$ cat config.mk
export PLATFORM = sky130hd
export DESIGN_NAME = incdec_counter_bank_flat
export DESIGN_NICKNAME = d
export VERILOG_FILES = /design/src/rtl/incdec_counter_bank_if.sv /design/src/rtl/incdec_counter_bank.sv /design/src/flat_wrapper.sv
export SDC_FILE = /design/constraint.sdc
export NUM_CORES = 1
export LEC_CHECK = 0
export CORE_ASPECT_RATIO = 1.75
export CORE_MARGIN = 4
export CORE_UTILIZATION = 52
export DETAILED_ROUTE_END_ITERATION = 12
export HOLD_SLACK_MARGIN = 0.12
export MAX_ROUTING_LAYER = met4
export PLACE_DENSITY = 0.83
export SKIP_CTS_REPAIR_TIMING = 1
export SYNTH_ARGS = -nofsm -noshare
export SYNTH_HDL_FRONTEND = slang
export SYNTH_SLANG_ARGS = --single-unit
$ cat constraint.sdc
create_clock -name clk -period 3.2 [get_ports clk]
set_input_delay 0.8 -clock clk [delete_from_list [all_inputs] [get_ports clk]]
set_output_delay 0.8 -clock clk [all_outputs]
set_load 0.01 [all_outputs]
$ cat src/rtl/incdec_counter_bank_if.sv
// -----------------------------------------------------------------------------
// incdec_counter_bank_if
//   Command / response bundle for incdec_counter_bank.
//   master : issues commands (cmd_*) and consumes responses (rsp_ready)
//   slave  : the counter bank; accepts commands and presents responses
//   Signals:
//     cmd_valid/cmd_ready  command handshake
//     cmd_op[2:0]          operation code
//     cmd_idx[IDXW-1:0]    explicit target entry
//     cmd_auto             use and post-increment the internal pointer
//     cmd_data[WIDTH-1:0]  LOAD value
//     rsp_valid/rsp_ready  response handshake
//     rsp_data, rsp_idx    result value and entry addressed
//     rsp_err, rsp_sat     illegal op / saturation flags
// -----------------------------------------------------------------------------
interface incdec_counter_bank_if #(
    parameter int WIDTH = 8,
    parameter int IDXW  = 2
);
    logic             cmd_valid;
    logic             cmd_ready;
    logic [2:0]       cmd_op;
    logic [IDXW-1:0]  cmd_idx;
    logic             cmd_auto;
    logic [WIDTH-1:0] cmd_data;
    logic             rsp_valid;
    logic             rsp_ready;
    logic [WIDTH-1:0] rsp_data;
    logic [IDXW-1:0]  rsp_idx;
    logic             rsp_err;
    logic             rsp_sat;

    modport master (
        output cmd_valid, cmd_op, cmd_idx, cmd_auto, cmd_data, rsp_ready,
        input  cmd_ready, rsp_valid, rsp_data, rsp_idx, rsp_err, rsp_sat
    );

    modport slave (
        input  cmd_valid, cmd_op, cmd_idx, cmd_auto, cmd_data, rsp_ready,
        output cmd_ready, rsp_valid, rsp_data, rsp_idx, rsp_err, rsp_sat
    );
endinterface

$ cat src/rtl/incdec_counter_bank.sv
// -----------------------------------------------------------------------------
// incdec_counter_bank
//   Bank of DEPTH counters (WIDTH bits each) driven by a valid/ready command
//   stream. Each command (load, pre/post inc, pre/post dec, read, clear-all)
//   returns one registered response holding the value the corresponding
//   C-style ++/-- or read expression would yield.
//
//   Optional feature macro: INCDEC_SATURATE_EN
//     defined   : increments clamp at all-ones, decrements clamp at zero,
//                 rsp_sat flags the clamped response
//     undefined : modulo 2^WIDTH wrap, rsp_sat always 0
//
//   Ports:
//     clk      clock
//     rst_n    asynchronous active-low reset
//     bus      command/response interface (slave side)
//     ptr_out  current auto pointer
//     busy     CLEAR_ALL sweep in progress
// -----------------------------------------------------------------------------
module incdec_counter_bank #(
    parameter int WIDTH = 8,
    parameter int DEPTH = 4,
    parameter int IDXW  = $clog2(DEPTH)
) (
    input  logic                 clk,
    input  logic                 rst_n,
    incdec_counter_bank_if.slave bus,
    output logic [IDXW-1:0]      ptr_out,
    output logic                 busy
);

    localparam logic [2:0] OP_LOAD     = 3'd0;
    localparam logic [2:0] OP_PRE_INC  = 3'd1;
    localparam logic [2:0] OP_POST_INC = 3'd2;
    localparam logic [2:0] OP_PRE_DEC  = 3'd3;
    localparam logic [2:0] OP_POST_DEC = 3'd4;
    localparam logic [2:0] OP_READ     = 3'd5;
    localparam logic [2:0] OP_CLEAR    = 3'd6;

    localparam logic [WIDTH-1:0] CLEAR_RSP = WIDTH'(DEPTH);
    localparam logic [IDXW-1:0]  LAST_IDX  = IDXW'(DEPTH - 1);

    typedef enum logic {S_IDLE, S_CLEAR} state_t;

    // Returns {sat, next_value}.
    function automatic logic [WIDTH:0] inc_fn(input logic [WIDTH-1:0] v);
        logic [WIDTH-1:0] n;
        n = v + 1'b1;
`ifdef INCDEC_SATURATE_EN
        if (&v) return {1'b1, v};
`endif
        return {1'b0, n};
    endfunction

    function automatic logic [WIDTH:0] dec_fn(input logic [WIDTH-1:0] v);
        logic [WIDTH-1:0] n;
        n = v - 1'b1;
`ifdef INCDEC_SATURATE_EN
        if (v == '0) return {1'b1, v};
`endif
        return {1'b0, n};
    endfunction

    logic [WIDTH-1:0] mem [DEPTH];
    state_t           state, state_nxt;
    logic [IDXW-1:0]  ptr;
    logic [IDXW-1:0]  clr_idx;
    logic             clr_last;

    logic             rsp_valid_q, rsp_err_q, rsp_sat_q;
    logic [WIDTH-1:0] rsp_data_q;
    logic [IDXW-1:0]  rsp_idx_q;

    logic             cmd_ready_int;
    logic             accept;
    logic [IDXW-1:0]  eff_idx;
    logic [WIDTH-1:0] cur;
    logic [WIDTH:0]   inc_r, dec_r;
    logic             wr_en;
    logic [WIDTH-1:0] wr_data;
    logic [WIDTH-1:0] res_data;
    logic             res_err, res_sat;

    assign eff_idx  = bus.cmd_auto ? ptr : bus.cmd_idx;
    assign cur      = mem[eff_idx];
    assign inc_r    = inc_fn(cur);
    assign dec_r    = dec_fn(cur);
    assign clr_last = (clr_idx == LAST_IDX);
    assign accept   = bus.cmd_valid && cmd_ready_int;

    // FSM next state and control outputs
    always_comb begin
        state_nxt     = state;
        cmd_ready_int = 1'b0;
        busy          = 1'b0;
        unique case (state)
            S_IDLE: begin
                cmd_ready_int = !rsp_valid_q || bus.rsp_ready;
                if (bus.cmd_valid && cmd_ready_int && bus.cmd_op == OP_CLEAR)
                    state_nxt = S_CLEAR;
            end
            S_CLEAR: begin
                busy = 1'b1;
                if (clr_last) state_nxt = S_IDLE;
            end
        endcase
    end

    // Per-op result and write-back value
    always_comb begin
        wr_en    = 1'b0;
        wr_data  = cur;
        res_data = '0;
        res_err  = 1'b0;
        res_sat  = 1'b0;
        case (bus.cmd_op)
            OP_LOAD: begin
                wr_en    = 1'b1;
                wr_data  = bus.cmd_data;
                res_data = bus.cmd_data;
            end
            OP_PRE_INC: begin
                wr_en    = 1'b1;
                wr_data  = inc_r[WIDTH-1:0];
                res_data = inc_r[WIDTH-1:0];
                res_sat  = inc_r[WIDTH];
            end
            OP_POST_INC: begin
                wr_en    = 1'b1;
                wr_data  = inc_r[WIDTH-1:0];
                res_data = cur;
                res_sat  = inc_r[WIDTH];
            end
            OP_PRE_DEC: begin
                wr_en    = 1'b1;
                wr_data  = dec_r[WIDTH-1:0];
                res_data = dec_r[WIDTH-1:0];
                res_sat  = dec_r[WIDTH];
            end
            OP_POST_DEC: begin
                wr_en    = 1'b1;
                wr_data  = dec_r[WIDTH-1:0];
                res_data = cur;
                res_sat  = dec_r[WIDTH];
            end
            OP_READ:  res_data = cur;
            OP_CLEAR: res_data = '0;
            default:  res_err  = 1'b1;
        endcase
    end

    // Control state, pointer and response register
    always_ff @(posedge clk or negedge rst_n) begin
        if (!rst_n) begin
            state       <= S_IDLE;
            ptr         <= '0;
            clr_idx     <= '0;
            rsp_valid_q <= 1'b0;
            rsp_data_q  <= '0;
            rsp_idx_q   <= '0;
            rsp_err_q   <= 1'b0;
            rsp_sat_q   <= 1'b0;
        end else begin
            state <= state_nxt;
            unique case (state)
                S_IDLE: begin
                    if (accept) begin
                        if (bus.cmd_auto) ptr <= ptr + 1'b1;
                        if (bus.cmd_op == OP_CLEAR) begin
                            // Old response was popped this edge (accept
                            // implies rsp_ready or empty); hold off the new
                            // one until the sweep finishes.
                            clr_idx     <= '0;
                            rsp_valid_q <= 1'b0;
                        end else begin
                            rsp_valid_q <= 1'b1;
                            rsp_data_q  <= res_data;
                            rsp_idx_q   <= eff_idx;
                            rsp_err_q   <= res_err;
                            rsp_sat_q   <= res_sat;
                        end
                    end else if (bus.rsp_ready) begin
                        rsp_valid_q <= 1'b0;
                    end
                end
                S_CLEAR: begin
                    clr_idx <= clr_idx + 1'b1;
                    if (clr_last) begin
                        ptr         <= '0;
                        rsp_valid_q <= 1'b1;
                        rsp_data_q  <= CLEAR_RSP;
                        rsp_idx_q   <= '0;
                        rsp_err_q   <= 1'b0;
                        rsp_sat_q   <= 1'b0;
                    end
                end
            endcase
        end
    end

    // Counter array: one entry zeroed per sweep cycle, else command write-back
    always_ff @(posedge clk or negedge rst_n) begin
        if (!rst_n) begin
            for (int i = 0; i < DEPTH; i++) mem[i] <= '0;
        end else if (state == S_CLEAR) begin
            mem[clr_idx] <= '0;
        end else if (accept && wr_en) begin
            mem[eff_idx] <= wr_data;
        end
    end

    assign bus.cmd_ready = cmd_ready_int;
    assign bus.rsp_valid = rsp_valid_q;
    assign bus.rsp_data  = rsp_data_q;
    assign bus.rsp_idx   = rsp_idx_q;
    assign bus.rsp_err   = rsp_err_q;
    assign bus.rsp_sat   = rsp_sat_q;
    assign ptr_out       = ptr;

endmodule
$ cat src/flat_wrapper.sv
// flat-port wrapper written by rule: the top's interface ports become plain ports
module incdec_counter_bank_flat 
#(
    parameter int WIDTH = 8,
    parameter int DEPTH = 4,
    parameter int IDXW  = $clog2(DEPTH)
)
  (clk, rst_n, ptr_out, busy, bus_cmd_valid, bus_cmd_op, bus_cmd_idx, bus_cmd_auto, bus_cmd_data, bus_rsp_ready, bus_cmd_ready, bus_rsp_valid, bus_rsp_data, bus_rsp_idx, bus_rsp_err, bus_rsp_sat);
  incdec_counter_bank_if #(.WIDTH(WIDTH), .IDXW(IDXW)) bus_i ();
  input  logic clk;
  input  logic rst_n;
  output logic [IDXW-1:0] ptr_out;
  output logic busy;
  input wire logic [$bits(bus_i.cmd_valid)-1:0] bus_cmd_valid;
  input wire logic [$bits(bus_i.cmd_op)-1:0] bus_cmd_op;
  input wire logic [$bits(bus_i.cmd_idx)-1:0] bus_cmd_idx;
  input wire logic [$bits(bus_i.cmd_auto)-1:0] bus_cmd_auto;
  input wire logic [$bits(bus_i.cmd_data)-1:0] bus_cmd_data;
  input wire logic [$bits(bus_i.rsp_ready)-1:0] bus_rsp_ready;
  output wire logic [$bits(bus_i.cmd_ready)-1:0] bus_cmd_ready;
  output wire logic [$bits(bus_i.rsp_valid)-1:0] bus_rsp_valid;
  output wire logic [$bits(bus_i.rsp_data)-1:0] bus_rsp_data;
  output wire logic [$bits(bus_i.rsp_idx)-1:0] bus_rsp_idx;
  output wire logic [$bits(bus_i.rsp_err)-1:0] bus_rsp_err;
  output wire logic [$bits(bus_i.rsp_sat)-1:0] bus_rsp_sat;
  assign bus_i.cmd_valid = bus_cmd_valid;
  assign bus_i.cmd_op = bus_cmd_op;
  assign bus_i.cmd_idx = bus_cmd_idx;
  assign bus_i.cmd_auto = bus_cmd_auto;
  assign bus_i.cmd_data = bus_cmd_data;
  assign bus_i.rsp_ready = bus_rsp_ready;
  assign bus_cmd_ready = bus_i.cmd_ready;
  assign bus_rsp_valid = bus_i.rsp_valid;
  assign bus_rsp_data = bus_i.rsp_data;
  assign bus_rsp_idx = bus_i.rsp_idx;
  assign bus_rsp_err = bus_i.rsp_err;
  assign bus_rsp_sat = bus_i.rsp_sat;
  incdec_counter_bank #(.WIDTH(WIDTH), .DEPTH(DEPTH), .IDXW(IDXW)) u_core (.clk(clk), .rst_n(rst_n), .bus(bus_i), .ptr_out(ptr_out), .busy(busy));
endmodule
Yosys cells after proc, flatten, opt, wreduce, memory -nomap -nowiden
Index checks and enable logic that the tools add are counted.
W data, S select, Z words.
{"block": "word_totals", "reg_bits": 50, "out_inout_bits": 17, "word_cells": 103}
{"block": "op_classes", "mux": 46, "magnitude_cmp": 4, "eq_ne": 13, "n_addsub": 4, "reduce_logical": 19, "n_bitwise": 5}
{"cell": "$mux W32", "count": 2}
{"cell": "$mux W8", "count": 7}
{"cell": "$and A32 B32 Y32", "count": 1}
{"cell": "$bwmux W32", "count": 1}
{"cell": "$demux W8 S2", "count": 2}
{"cell": "$not A32 Y32", "count": 1}
{"cell": "$pmux W8 S4", "count": 1}
{"cell": "$pmux W8 S3", "count": 1}
{"cell": "$bmux W8 S2", "count": 1}
{"cell": "$mux W2", "count": 8}
{"cell": "$pmux W8 S2", "count": 1}
{"cell": "$mux W1", "count": 15}
{"cell": "$pmux W2 S2", "count": 3}
{"cell": "$eq A3 B3 Y1 const B", "count": 3}
{"cell": "$add A8 B1 Y8 const B", "count": 1}
{"cell": "$pmux W1 S2", "count": 4}
{"cell": "$sub A8 B1 Y8 const B", "count": 1}
{"cell": "$eq A3 B2 Y1 const B", "count": 2}
{"cell": "$ge A3 B3 Y1 const B", "count": 2}
{"cell": "$logic_and A1 B1 Y1", "count": 6}
{"cell": "$lt A3 B1 Y1 const B", "count": 2}
{"cell": "$ne A2 B2 Y1 const B", "count": 3}
{"cell": "$not A2 Y3", "count": 2}
{"cell": "$reduce_and A3 Y1", "count": 2}
{"cell": "15 further kinds", "count": 19}

Depth between registers and ports, before layout
{"block": "logic_depth", "ltp_word": 10, "ltp_mapped": 13, "ltp_nobuf": 11}

Worst setup path before layout
OpenSTA, ideal clock, no wires.
{"block": "synth_path", "kind": "in2reg", "start": "input bus_cmd_auto", "end": "register u_core.mem[14] in the netlist's numbering", "stages": 13, "n_path_buf": 2, "setup_slack_ns": -0.322, "arrival_ns": 3.382, "setup_time_ns": 0.140, "path_cell_list": "buf_6 > mux2_4 > mux4_2 > buf_6 > inv_1 > ha_1 > nand2_1 > o22ai_1 > nand2_1 > o21ai_0 > o31ai_1 > a221oi_1 > o21ai_0"}
{"block": "synth_between", "elab_chain_len": 10, "elab_cells_between_ends": 16, "cone_classes": "2 x add/sub; 2 x order compare; 10 x mux; 1 x bitwise; 1 x reduce/logical"}
{"item": "start, declared", "line": "flat_wrapper.sv:17", "rtl": "input wire logic [$bits(bus_i.cmd_auto)-1:0] bus_cmd_auto;"}
{"item": "$mux W2 *", "line": "incdec_counter_bank.sv:84", "rtl": "assign eff_idx = bus.cmd_auto ? ptr : bus.cmd_idx;"}
{"item": "$not A2 Y3 (not written as such) *", "line": "incdec_counter_bank.sv:85, incdec_counter_bank.sv:208"}
{"item": "$bmux W8 S2", "line": "incdec_counter_bank.sv:85", "rtl": "assign cur = mem[eff_idx];"}
{"item": "$mux W8 (not written as such) (2 in series)", "line": "incdec_counter_bank.sv:85"}
{"item": "$sub A8 B1 Y8 or $add A8 B1 Y8 (tied branches)", "line": "incdec_counter_bank.sv:57, incdec_counter_bank.sv:48"}
{"item": "$pmux W8 S3", "line": "incdec_counter_bank.sv:116", "rtl": "case (bus.cmd_op)"}
{"item": "$bwmux W32 *", "line": "incdec_counter_bank.sv:208", "rtl": "mem[eff_idx] <= wr_data;"}
{"item": "$mux W32 *", "line": "incdec_counter_bank.sv:207", "rtl": "end else if (accept && wr_en) begin"}
{"item": "$mux W32 *", "line": "incdec_counter_bank.sv:205", "rtl": "end else if (state == S_CLEAR) begin"}
{"item": "end signal, assigned by index", "line": "incdec_counter_bank.sv:208"}
{"item": "end, declared", "line": "incdec_counter_bank.sv:64", "rtl": "logic [WIDTH-1:0] mem [DEPTH];"}
Every way passes the cells marked *; elsewhere a longest branch is shown, timed or not. The select of a mux whose other input is x is not followed.
A chain may end at the register's enable or synchronous reset.

Final worst setup path
{"block": "layout_path", "start": "input bus_cmd_auto", "end": "register u_core.mem[6] in the netlist's numbering"}
The elaborated chain is that of the path after synthesis.

==> results.cfg <==
[synthesis]
yosys-top-cells-count = nand2_1 (60), dfrtp_1 (49), o21ai_0 (34)
synth_top_cell_by_area = dfrtp_1
synth.area.top_cells = dfrtp_1 (35%), nand2_1 (6.5%), mux4_2 (5.2%), o21ai_0 (4.9%), mux2i_1 (4.3%)
synth.avg_cell_area_um2 = 8.419
netlist_area_um2 = 3477
synthFlopType = dfrtp_1
syn-num-nets = 437
synth_warnings = 0
synth-edff-count = 0
ys_types = 58
synth_most_common_cell = nand2_1
yosys.area.top_type_share_pct = 35.26
async_reset_ff_share_pct = 100.0
synth_seq_cells = 49
syn_inst = 413
yosysSeqAreaShare_pct = 35.26

[timing]
fin_crit_ps = 3079
clock_skew_ps = 9.239
holdWs_ps = 489.3
worst_pin_slew_ps = 648.3
hold_viol = 0
setup_viol = 0
period_share_pct = 96.20
fmax_ghz = 0.3248
setup_tns_ps = 0
slew_violations = 0
max_slew_margin_pct = 56.78

[placement]
gp_congestion = 0.9702
place_area_um2 = 4323
post-dp-hpwl_mm = 8.628
port_buffers = 33

[cells_and_area]
drive_above_1_share_pct = 21.98
final_cell_area_um2 = 4598
regArea_um2 = 1226
n_fill_cell = 516
multi_input_area_um2 = 2163
diodes = 0
finish.net_count = 519
area_growth_syn_to_layout_pct = 32.24

[outcome]
status = completed

[drt]
post_drt_wl_per_cell_um = 19.84
drc = 0
drt-total-wl_mm = 11.47
dr.pass1.iters = 5
final_antenna_net_count = 0
vias_per_cell = 6.324
num_vias = 3655
drt_iter0_markers = 355

[clock_network]
cts_made_buffers = 5
cts.sinks = 49
cts_root_buf = clkbuf_16
clock_path_buffers = 2
worstSkewPairLatency_ps = 300
clk_pin_slew_ps = 70
cts_tree = yes
h-tree-depth = 2

[worst_setup_path]
cp_max_fo = 5
crit_type = in -> reg
setup.worst_path.start_class = input pin
crit_arrival_ps = 3250
cp-end-kind = flip-flop
cp.required_ps = 3380

[power_and_ir_drop]
power_mw = 4.524
p_per_area_nw_per_um2 = 983.8
leakage_nw = 2.136
irDropWorstVdd_mv = 0.6394

[global_route]
grt_pass1_wl_mm = 18.54
grt_max_degree = 28
antenna_found_initial = 0
grtUsageTotal_pct = 30.17
overflow = 0
grt_pass1_vias = 3688

[floorplan]
core_um2 = 6539
ios = 35
die_h_um = 116.2
row_count = 39
initial_core_util_pct = 53.18
die_x_um = 69.82
die_area_um2 = 8111

[flow_run]
maxCapViolCount = 0

[hold_path]
hold_path_class = reg -> reg
-- power by group --
| group | total (mW) | leakage [nW] | internal [mW] | switching (mW) |
|---|---|---|---|---|
| registers | 1.09 | 0.644 | 0.867 | 0.218 |
| clock network | 0.695 | 0.0938 | 0.447 | 0.248 |
| logic | 2.74 | 1.40 | 1.39 | 1.36 |
| total | 4.52 | 2.14 | 2.70 | 1.82 |
-- critical path, stage by stage --
cell and delay, ps:
clkbuf_2 160, mux2_4 350, mux4_2 510, inv_2 120
ha_4 140, nand2_2 60, o22ai_4 240, nand2_2 120
o21ai_2 160, o31ai_2 90, a221oi_2 280, buf_4 170
o21ai_1 60
-- final timing paths --
check,from,endpoint,slack [ps],depth (start not counted)
worst max-delay path,bus_cmd_auto,u_core.mem[6],120,13
max in group asynchronous,rst_n,u_core.mem[25],2020,2
worst min-delay path,u_core.bus.rsp_idx[0],u_core.bus.rsp_idx[0],490,2
worst min register to register,u_core.bus.rsp_idx[0],u_core.bus.rsp_idx[0],490,2
worst max register to register,u_core.ptr_out[1],u_core.mem[6],410,12
min in group asynchronous,rst_n,u_core.bus.rsp_data[7],520,1
-- metrics by stage --
step                      util (%)  cells  worst slack [ps]
after floorplan                  -    413             2.856
after global placement       66.11    566            -602.8
after detailed placement     66.11    566            -646.4
after CTS                    69.02    574            -423.2
after global routing         70.32    578            -36.23
final                        70.32    578             121.4
-- final cells by class --
cell class	count	share of cell area, %
flip-flops and latches	49	26.67
clock buffers	5	2.721
multi-input cells	325	47.05
repair buffers	103	19.02
well taps	82	2.231
clock inverters	3	1.415
inverters	11	0.8980
-- state kept, by name, summed over array words and instances, names as in the netlist --
signal                cells
u_core.bus.rsp_data       8
u_core.mem               32
u_core.bus.rsp_valid      1
u_core.ptr_out            2
u_core.bus.rsp_idx        2
u_core.clr_idx            2
u_core.state              1
u_core.bus.rsp_err        1
-- placed cells by master (no fill, tap or decap), types with 7 or more instances in the layout --
| master | instances |
|---|---|
| a21o_1 | 14 |
| a21oi_1 | 23 |
| and3_1 | 12 |
| buf_4 | 67 |
| clkdlybuf4s50_1 | 29 |
| dfrtp_1 | 49 |
| inv_1 | 7 |
| mux2i_1 | 13 |
| mux4_2 | 8 |
| nand2_1 | 58 |
| nand3_1 | 30 |
| nor2_1 | 33 |
| o21ai_0 | 27 |
| xnor2_1 | 8 |
-- routing by layer --
| metal | GRT usage [%] | share of wire [%] | up-vias |
|---|---|---|---|
| li1 | - | - | 1683 |
| met1 | 32.50 | 36 | 1743 |
| met2 | 51.74 | 52 | 174 |
| met3 | 4.134 | 5.3 | 55 |
| met4 | 19.82 | 7.0 | 0 |
| met5 | - | 0 | - |
-- cells by family (layout without fill, tap and decap cells) --
group | after synthesis | after routing | share of synthesized area, %
buf+inv | 39 | 122 | 4.894
fa+ha+maj | 6 | 6 | 2.159
flops | 49 | 49 | 35.26
other cells | 1 | 1 | 0.1078
simple gates | 159 | 159 | 21.01
compound gates | 122 | 122 | 23.14
mux | 27 | 27 | 10.90
xor+xnor | 10 | 10 | 2.519
No activity file was read; power rests on OpenSTA's default activity.
